[config.mk]
export PLATFORM = sky130hd
export DESIGN_NAME = itch_msg_controller_flat
export DESIGN_NICKNAME = d
export VERILOG_FILES = /design/src/rtl/itch_msg_controller_if.sv /design/src/rtl/itch_msg_controller.sv /design/src/flat_wrapper.sv
export SDC_FILE = /design/constraint.sdc
export NUM_CORES = 1
export LEC_CHECK = 0
export CORE_MARGIN = 5
export CORE_UTILIZATION = 50
export DETAILED_ROUTE_END_ITERATION = 10
export MAX_ROUTING_LAYER = met4
export PLACE_DENSITY_LB_ADDON = 0.05
export SYNTH_ARGS = -nofsm -noshare
export SYNTH_HDL_FRONTEND = slang
export SYNTH_SLANG_ARGS = --single-unit
[constraint.sdc]
create_clock -name clk -period 2.1 [get_ports clk]
set_input_delay 0.525 -clock clk [delete_from_list [all_inputs] [get_ports clk]]
set_output_delay 0.525 -clock clk [all_outputs]
set_load 0.005 [all_outputs]
[src/rtl/itch_msg_controller_if.sv]
// -----------------------------------------------------------------------------
// itch_msg_controller_if
//
// Purpose: bundles the ITCH ingress byte stream and the sequencing outputs
// that the controller presents to the order-book datapath.
//
// Signals:
//   rx_data       [7:0]  stream byte from the MAC byte interface
//   rx_valid             rx_data valid this cycle (no backpressure)
//   spec_start           one-cycle pulse, a type byte was accepted
//   spec_type     [7:0]  type of the current message
//   msg_len      [15:0]  payload length of the current message
//   payload_data  [7:0]  forwarded payload byte
//   payload_valid        payload_data valid
//   commit               one-cycle pulse, message complete and accepted
//   abort                one-cycle pulse, discard the speculative message
//   busy                 controller is inside a message
//
// Modports:
//   master : stream source / result sink (drives rx_*, observes results)
//   slave  : the controller (observes rx_*, drives results)
// -----------------------------------------------------------------------------
interface itch_msg_controller_if;
  logic [7:0]  rx_data;
  logic        rx_valid;
  logic        spec_start;
  logic [7:0]  spec_type;
  logic [15:0] msg_len;
  logic [7:0]  payload_data;
  logic        payload_valid;
  logic        commit;
  logic        abort;
  logic        busy;

  modport master (
    output rx_data,
    output rx_valid,
    input  spec_start,
    input  spec_type,
    input  msg_len,
    input  payload_data,
    input  payload_valid,
    input  commit,
    input  abort,
    input  busy
  );

  modport slave (
    input  rx_data,
    input  rx_valid,
    output spec_start,
    output spec_type,
    output msg_len,
    output payload_data,
    output payload_valid,
    output commit,
    output abort,
    output busy
  );
endinterface

[src/rtl/itch_msg_controller.sv]
// -----------------------------------------------------------------------------
// itch_msg_controller
//
// Purpose: sequencing controller for the ITCH ingress byte stream. Each message
// is a 1-byte type, a 2-byte big-endian payload length, then the payload. The
// type is dispatched speculatively on the first byte, payload bytes are
// forwarded as they arrive, and every message ends with exactly one commit or
// one abort pulse (or, when already aborted, nothing further).
//
// Parameters:
//   MAX_LEN  largest legal payload length in bytes (1..65535)
//   TIMEOUT  idle-gap limit in cycles inside a message (1..65535)
//
// Ports:
//   clk    single clock, rising edge
//   rst_n  asynchronous active-low reset; clears every output immediately
//   bus    itch_msg_controller_if.slave (stream in, sequencing results out)
//
// Build option:
//   ITCH_TYPE_CHECK_EN  when defined, only types 0x41, 0x44, 0x45, 0x50, 0x55
//                       and 0x58 are accepted; any other type is aborted and
//                       its payload drained. When undefined every type is
//                       accepted. spec_start pulses for every type in both.
//
// All outputs are registered.
// -----------------------------------------------------------------------------
module itch_msg_controller #(
  parameter int unsigned MAX_LEN = 64,
  parameter int unsigned TIMEOUT = 255
) (
  input  logic                 clk,
  input  logic                 rst_n,
  itch_msg_controller_if.slave bus
);

  localparam logic [15:0] MAX_LEN_C = 16'(MAX_LEN);
  localparam logic [15:0] TIMEOUT_C = 16'(TIMEOUT);

  typedef enum logic [2:0] {
    ST_IDLE    = 3'd0,
    ST_LEN_HI  = 3'd1,
    ST_LEN_LO  = 3'd2,
    ST_PAYLOAD = 3'd3,
    ST_DRAIN   = 3'd4
  } state_e;

  state_e      state_r;
  logic [7:0]  len_hi_r;
  logic [15:0] rem_r;
  logic [15:0] gap_r;

  logic        spec_start_r;
  logic [7:0]  spec_type_r;
  logic [15:0] msg_len_r;
  logic [7:0]  payload_data_r;
  logic        payload_valid_r;
  logic        commit_r;
  logic        abort_r;
  logic        busy_r;

  logic [15:0] len_s;
  logic [15:0] gap_inc_s;
  logic        timeout_s;
  logic        last_s;
  logic        type_ok_s;

`ifdef ITCH_TYPE_CHECK_EN
  // Whitelist of message types the order book understands.
  function automatic logic type_accepted(input logic [7:0] msg_type);
    logic ok;
    case (msg_type)
      8'h41, 8'h44, 8'h45, 8'h50, 8'h55, 8'h58: ok = 1'b1;
      default:                                  ok = 1'b0;
    endcase
    return ok;
  endfunction

  // spec_type_r still holds the type byte while the length bytes arrive.
  assign type_ok_s = type_accepted(spec_type_r);
`else
  assign type_ok_s = 1'b1;
`endif

  // Header length, gap-timer expiry and last-byte detection for the FSM.
  always_comb begin
    len_s     = {len_hi_r, bus.rx_data};
    gap_inc_s = gap_r + 16'd1;
    // Expiry is decided on the gap cycle that would bring the timer to
    // TIMEOUT, so the state is IDLE and abort is visible right after it.
    timeout_s = (gap_inc_s == TIMEOUT_C);
    last_s    = (rem_r == 16'd1);
  end

  // Message sequencing FSM with registered outputs and gap timer.
  always_ff @(posedge clk or negedge rst_n) begin
    if (!rst_n) begin
      state_r         <= ST_IDLE;
      len_hi_r        <= 8'd0;
      rem_r           <= 16'd0;
      gap_r           <= 16'd0;
      spec_start_r    <= 1'b0;
      spec_type_r     <= 8'd0;
      msg_len_r       <= 16'd0;
      payload_data_r  <= 8'd0;
      payload_valid_r <= 1'b0;
      commit_r        <= 1'b0;
      abort_r         <= 1'b0;
      busy_r          <= 1'b0;
    end else begin
      // Pulses default low; each is raised for a single cycle below.
      spec_start_r    <= 1'b0;
      payload_valid_r <= 1'b0;
      commit_r        <= 1'b0;
      abort_r         <= 1'b0;

      case (state_r)
        ST_IDLE: begin
          gap_r <= 16'd0;
          if (bus.rx_valid) begin
            spec_start_r <= 1'b1;
            spec_type_r  <= bus.rx_data;
            busy_r       <= 1'b1;
            state_r      <= ST_LEN_HI;
          end else begin
            busy_r <= 1'b0;
          end
        end

        ST_LEN_HI: begin
          if (bus.rx_valid) begin
            len_hi_r <= bus.rx_data;
            gap_r    <= 16'd0;
            state_r  <= ST_LEN_LO;
          end else if (timeout_s) begin
            abort_r <= 1'b1;
            busy_r  <= 1'b0;
            gap_r   <= 16'd0;
            state_r <= ST_IDLE;
          end else begin
            gap_r <= gap_inc_s;
          end
        end

        ST_LEN_LO: begin
          if (bus.rx_valid) begin
            msg_len_r <= len_s;
            gap_r     <= 16'd0;
            if (len_s == 16'd0) begin
              // Empty message: nothing to forward or drain.
              abort_r <= 1'b1;
              busy_r  <= 1'b0;
              state_r <= ST_IDLE;
            end else if ((len_s > MAX_LEN_C) || !type_ok_s) begin
              // Abort now, but still swallow the payload to stay framed.
              abort_r <= 1'b1;
              rem_r   <= len_s;
              state_r <= ST_DRAIN;
            end else begin
              rem_r   <= len_s;
              state_r <= ST_PAYLOAD;
            end
          end else if (timeout_s) begin
            abort_r <= 1'b1;
            busy_r  <= 1'b0;
            gap_r   <= 16'd0;
            state_r <= ST_IDLE;
          end else begin
            gap_r <= gap_inc_s;
          end
        end

        ST_PAYLOAD: begin
          if (bus.rx_valid) begin
            payload_valid_r <= 1'b1;
            payload_data_r  <= bus.rx_data;
            gap_r           <= 16'd0;
            rem_r           <= rem_r - 16'd1;
            if (last_s) begin
              // commit rides on the final payload beat.
              commit_r <= 1'b1;
              busy_r   <= 1'b0;
              state_r  <= ST_IDLE;
            end else begin
              state_r <= ST_PAYLOAD;
            end
          end else if (timeout_s) begin
            abort_r <= 1'b1;
            busy_r  <= 1'b0;
            gap_r   <= 16'd0;
            state_r <= ST_IDLE;
          end else begin
            gap_r <= gap_inc_s;
          end
        end

        ST_DRAIN: begin
          if (bus.rx_valid) begin
            gap_r <= 16'd0;
            rem_r <= rem_r - 16'd1;
            if (last_s) begin
              // Already aborted in LEN_LO, so leave silently.
              busy_r  <= 1'b0;
              state_r <= ST_IDLE;
            end else begin
              state_r <= ST_DRAIN;
            end
          end else if (timeout_s) begin
            // Message was already aborted; a second pulse would double-discard.
            busy_r  <= 1'b0;
            gap_r   <= 16'd0;
            state_r <= ST_IDLE;
          end else begin
            gap_r <= gap_inc_s;
          end
        end

        default: begin
          busy_r  <= 1'b0;
          gap_r   <= 16'd0;
          state_r <= ST_IDLE;
        end
      endcase
    end
  end

  assign bus.spec_start    = spec_start_r;
  assign bus.spec_type     = spec_type_r;
  assign bus.msg_len       = msg_len_r;
  assign bus.payload_data  = payload_data_r;
  assign bus.payload_valid = payload_valid_r;
  assign bus.commit        = commit_r;
  assign bus.abort         = abort_r;
  assign bus.busy          = busy_r;

endmodule

[src/flat_wrapper.sv]
// flat-port wrapper written by rule: the top's interface ports become plain ports
module itch_msg_controller_flat 
#(
  parameter int unsigned MAX_LEN = 64,
  parameter int unsigned TIMEOUT = 255
)
  (clk, rst_n, bus_rx_data, bus_rx_valid, bus_spec_start, bus_spec_type, bus_msg_len, bus_payload_data, bus_payload_valid, bus_commit, bus_abort, bus_busy);
  itch_msg_controller_if bus_i ();
  input  logic clk;
  input  logic rst_n;
  input wire logic [$bits(bus_i.rx_data)-1:0] bus_rx_data;
  input wire logic [$bits(bus_i.rx_valid)-1:0] bus_rx_valid;
  output wire logic [$bits(bus_i.spec_start)-1:0] bus_spec_start;
  output wire logic [$bits(bus_i.spec_type)-1:0] bus_spec_type;
  output wire logic [$bits(bus_i.msg_len)-1:0] bus_msg_len;
  output wire logic [$bits(bus_i.payload_data)-1:0] bus_payload_data;
  output wire logic [$bits(bus_i.payload_valid)-1:0] bus_payload_valid;
  output wire logic [$bits(bus_i.commit)-1:0] bus_commit;
  output wire logic [$bits(bus_i.abort)-1:0] bus_abort;
  output wire logic [$bits(bus_i.busy)-1:0] bus_busy;
  assign bus_i.rx_data = bus_rx_data;
  assign bus_i.rx_valid = bus_rx_valid;
  assign bus_spec_start = bus_i.spec_start;
  assign bus_spec_type = bus_i.spec_type;
  assign bus_msg_len = bus_i.msg_len;
  assign bus_payload_data = bus_i.payload_data;
  assign bus_payload_valid = bus_i.payload_valid;
  assign bus_commit = bus_i.commit;
  assign bus_abort = bus_i.abort;
  assign bus_busy = bus_i.busy;
  itch_msg_controller #(.MAX_LEN(MAX_LEN), .TIMEOUT(TIMEOUT)) u_core (.clk(clk), .rst_n(rst_n), .bus(bus_i));
endmodule
==> metrics.md <==
| Metric | Value |
|---|---|
| Hold Fails Final Rpt | `0` |
| Tmin final | `2100 ps` |
| Net Sw Power | `2.39 mW` |
| Lkg Pwr | `2.18 nW` |
| Initial antenna violation count | `0` |
| CORE AREA | `7650 µm²` |
| Pre-CTS setup slack | `-633 ps` |
| Switching share of power | `35.0%` |
| Clock share of power | `17.2%` |
| Synth Flop Type | `dfrtp_1` |
| Unique masters post-synth | `49` |
| GRT Residual Overflow | `0` |
| Seq/Total Area, Yosys | `51.7%` |
| CTS Buf Count | `9` |
| Final Max Slew Viols | `0` |
| Critical path peak fanout | `13` |
| Slew headroom | `63.4%` |
| Crit. End Element | `register` |
| Mapped cell area | `3870 µm²` |
| FILL cells | `575` |
| Worst hold path type | `input pin to asynchronous set/reset pin` |
| Share of cells above drive strength 1 | `28.8%` |
| Via-to-Cell Ratio | `5.64` |
| Max Cap Violations | `0` |
| CTS tree | `built` |
| Area grow syn2layout | `35.3%` |
| Pwr Density | `1300 nW/µm²` |
| I/O pins | `48` |
| Vias in the first global route | `3312` |
| Number of enable flip-flop cells after synthesis | `0` |
| Num rows | `32` |
| Routed Antenna Nets | `0` |
| Die Height | `98.0 µm` |
| FF-to-FF path depth | `8` |
| Mapped Avg Cell Area | `10.5 µm²` |
| Final Skew | `9.62 ps` |
| Port bufs | `47` |
| Multi-input gate area | `1900 µm²` |
| Required time of the critical path | `2320 ps` |
| First-pass GRT wire length | `17000 µm` |
| Initial Util | `50.6%` |
| Residual DRC | `0` |
| Worst-Margin Slew | `544 ps` |
| Mapped Cells | `367` |
| DR WL/cell | `17.3 µm` |
| Fin cells | `574` |
| Crit path DAT | `2320 ps` |
| Pint | `4.44 mW` |
| Max frequency | `476 MHz` |
| Sequential power share | `38.0%` |
| Share of synthesized registers carrying an async set or reset | `100%` |
| Drt total wl | `9940 µm` |
| Die ar. | `9600 µm²` |
| Worst r2r src | `u_core.gap_r[0]$_DFF_PN0_` |
| Largest net degree at the start of global routing | `38` |
| Failing checks | `negative setup slack` |
| Reg2reg setup slack | `-2 ps` |
| Root Buffer | `clkbuf_8` |
| Kind of critical path | `register to register` |
| Initial DRC Count | `157` |
| Peak VDD IR | `0.840 mV` |
| Detailed Routing Iterations Pass 1 | `4` |
| Cells after DPL | `557` |
| Hold buffers post-CTS | `0` |
| Die W | `98.0 µm` |
| Final Power | `6.83 mW` |
| Detailed Place HPWL | `7070 µm` |
| Max clock buf depth | `2` |
| Setup WS post-layout | `-2.17 ps` |
| CTS clk-pin slew, worst paths | `90 ps` |
| Tot GR Track Use | `22.6%` |
| Final core utilization | `68.5%` |
| Startpoint Class | `register` |
| RSZ-0062 raised after global routing | `yes` |
| Warnings from Yosys | `0` |
| Clock Sinks | `80` |
| H-tree levels | `3` |
| NumNets Final | `482` |
| Final GP Congestion | `0.910` |
| Final worst path period share | `100%` |
| Status | `complete, but fails checks` |
| Setup-failing EPs final | `1` |
| Logic gate share of total power | `44.8%` |
| Vias | `3235` |
| FF+latch count, synth | `80` |
| Worst r2r dst | `u_core.gap_r[7]$_DFF_PN0_` |
| Clock latency on the worst-skew pair | `340 ps` |
| FF+latch area | `2000 µm²` |
| # diodes | `0` |
| Synth Net Count | `382` |
[stage by stage]
stage               area, µm²  TNS, ps  hold WS [ps]
floorplan                3880     -798           229
finish                   5240    -2.17           107
global route             5240    -1490           113
global placement         4900    -8690           488
CTS                      5140     -104           111
detailed placement       4900    -9110           487
[how the worst max path moves through the flow]
| stage | start | to | slack [ps] |
|---|---|---|---|
| 6_report | u_core.gap_r[0]$_DFF_PN0_ | u_core.gap_r[7]$_DFF_PN0_ | -2 |
| 5_1_grt | u_core.gap_r[0]$_DFF_PN0_ | u_core.gap_r[7]$_DFF_PN0_ | -120 |
| 4_1_cts | u_core.gap_r[0]$_DFF_PN0_ | u_core.gap_r[7]$_DFF_PN0_ | -20 |
| 3_5_place_dp | bus_rx_data[1] | u_core.state_r[0]$_DFFE_PN0P_ | -630 |
| 3_3_place_gp | bus_rx_data[1] | u_core.state_r[0]$_DFFE_PN0P_ | -640 |
| 2_1_floorplan | u_core.gap_r[0]$_DFF_PN0_ | u_core.gap_r[3]$_DFF_PN0_ | -70 |
[kinds of logic after synthesis]
logic type,share of synthesized area (%)
xor+xnor,3.39
compound gates,13.2
buf+inv,2.52
mux,11.3
fa+ha+maj,1.29
simple gates,16.6
flops,51.7
[cell usage after synthesis, types with 3 or more instances]
cell	count	area, µm²
a22oi_1	4	30.0
a21oi_1	21	105
o22ai_1	3	18.8
and3_1	4	25.0
o21ai_0	27	135
inv_1	10	37.5
nand3_1	15	75.1
nor3_1	14	70.1
nand2_1	22	82.6
clkbuf_1	13	48.8
mux2_2	39	439
nor2_1	36	135
ha_1	4	50.1
nor4_1	8	50.1
o2bb2ai_1	8	70.1
nor2b_1	3	18.8
xor2_1	9	78.8
xnor2_1	6	52.6
dfrtp_1	80	2000
nand2b_1	3	18.8
nand4_1	5	31.3
[power by group through the flow]
stage / logic [mW] / clock network, mW / registers, mW
2_1_floorplan: 1.48 / 0 / 2.55
3_3_place_gp: 2.94 / 0 / 2.57
3_5_place_dp: 3.00 / 0 / 2.60
4_1_cts: 3.02 / 1.19 / 2.58
5_1_grt: 3.36 / 1.28 / 2.68
6_report: 3.06 / 1.17 / 2.59
[placed cells by master (no fill, tap or decap), drive strengths merged, types with 4 or more instances in the layout]
cell / n
dfrtp: 80
buf: 57
clkdlybuf4s50: 44
mux2: 39
nor2: 36
o21ai: 28
nand2: 22
a21oi: 21
nand3: 16
nor3: 16
inv: 13
nor4: 10
clkbuf: 9
xor2: 9
o2bb2ai: 8
nand4: 6
xnor2: 6
and3: 4
a22oi: 4
ha: 4
[registers in the layout, summed over array words and instances, names as in the netlist]
signal and count:
u_core.state_r 3, u_core.bus.commit 1, u_core.bus.abort 1, u_core.bus.payload_data 8, u_core.rem_r 16, u_core.bus.spec_start 1, u_core.len_hi_r 8, u_core.bus.spec_type 8
u_core.gap_r 16, u_core.bus.msg_len 16, u_core.bus.busy 1, u_core.bus.payload_valid 1
[layer usage]
metal  track usage, %  share of wire (%)  vias up
met4             4.69               0.33        0
met3             5.00                5.0        2
met2             33.6                 47      100
met5                -                  0        -
met1             32.1                 48     1597
li1                 -                  -     1536
[critical path, stage by stage (launching register included)]
cell and delay, ps:
dfrtp_1 370, ha_2 200, nand4_1 140, or4_4 550, xor2_4 190, nand4_4 150, o21bai_4 180, buf_12 160
a21oi_1 50
[repair_timing]
action	CTS	global route
setup endpoints to repair	30	31
cloned	0	0
pin swaps	1	4
gates resized for setup	8	17
setup buffers	0	1
[final cells by class]
cell class	count	area share [%]
Sequential cell	80	38.2
Multi-Input combinational cell	263	36.2
Timing Repair Buffer	103	18.6
Tap cell	102	2.44
Clock buffer	9	2.37
Clock inverter	7	1.48
Inverter	10	0.717
(Power assumes the default switching activity.)
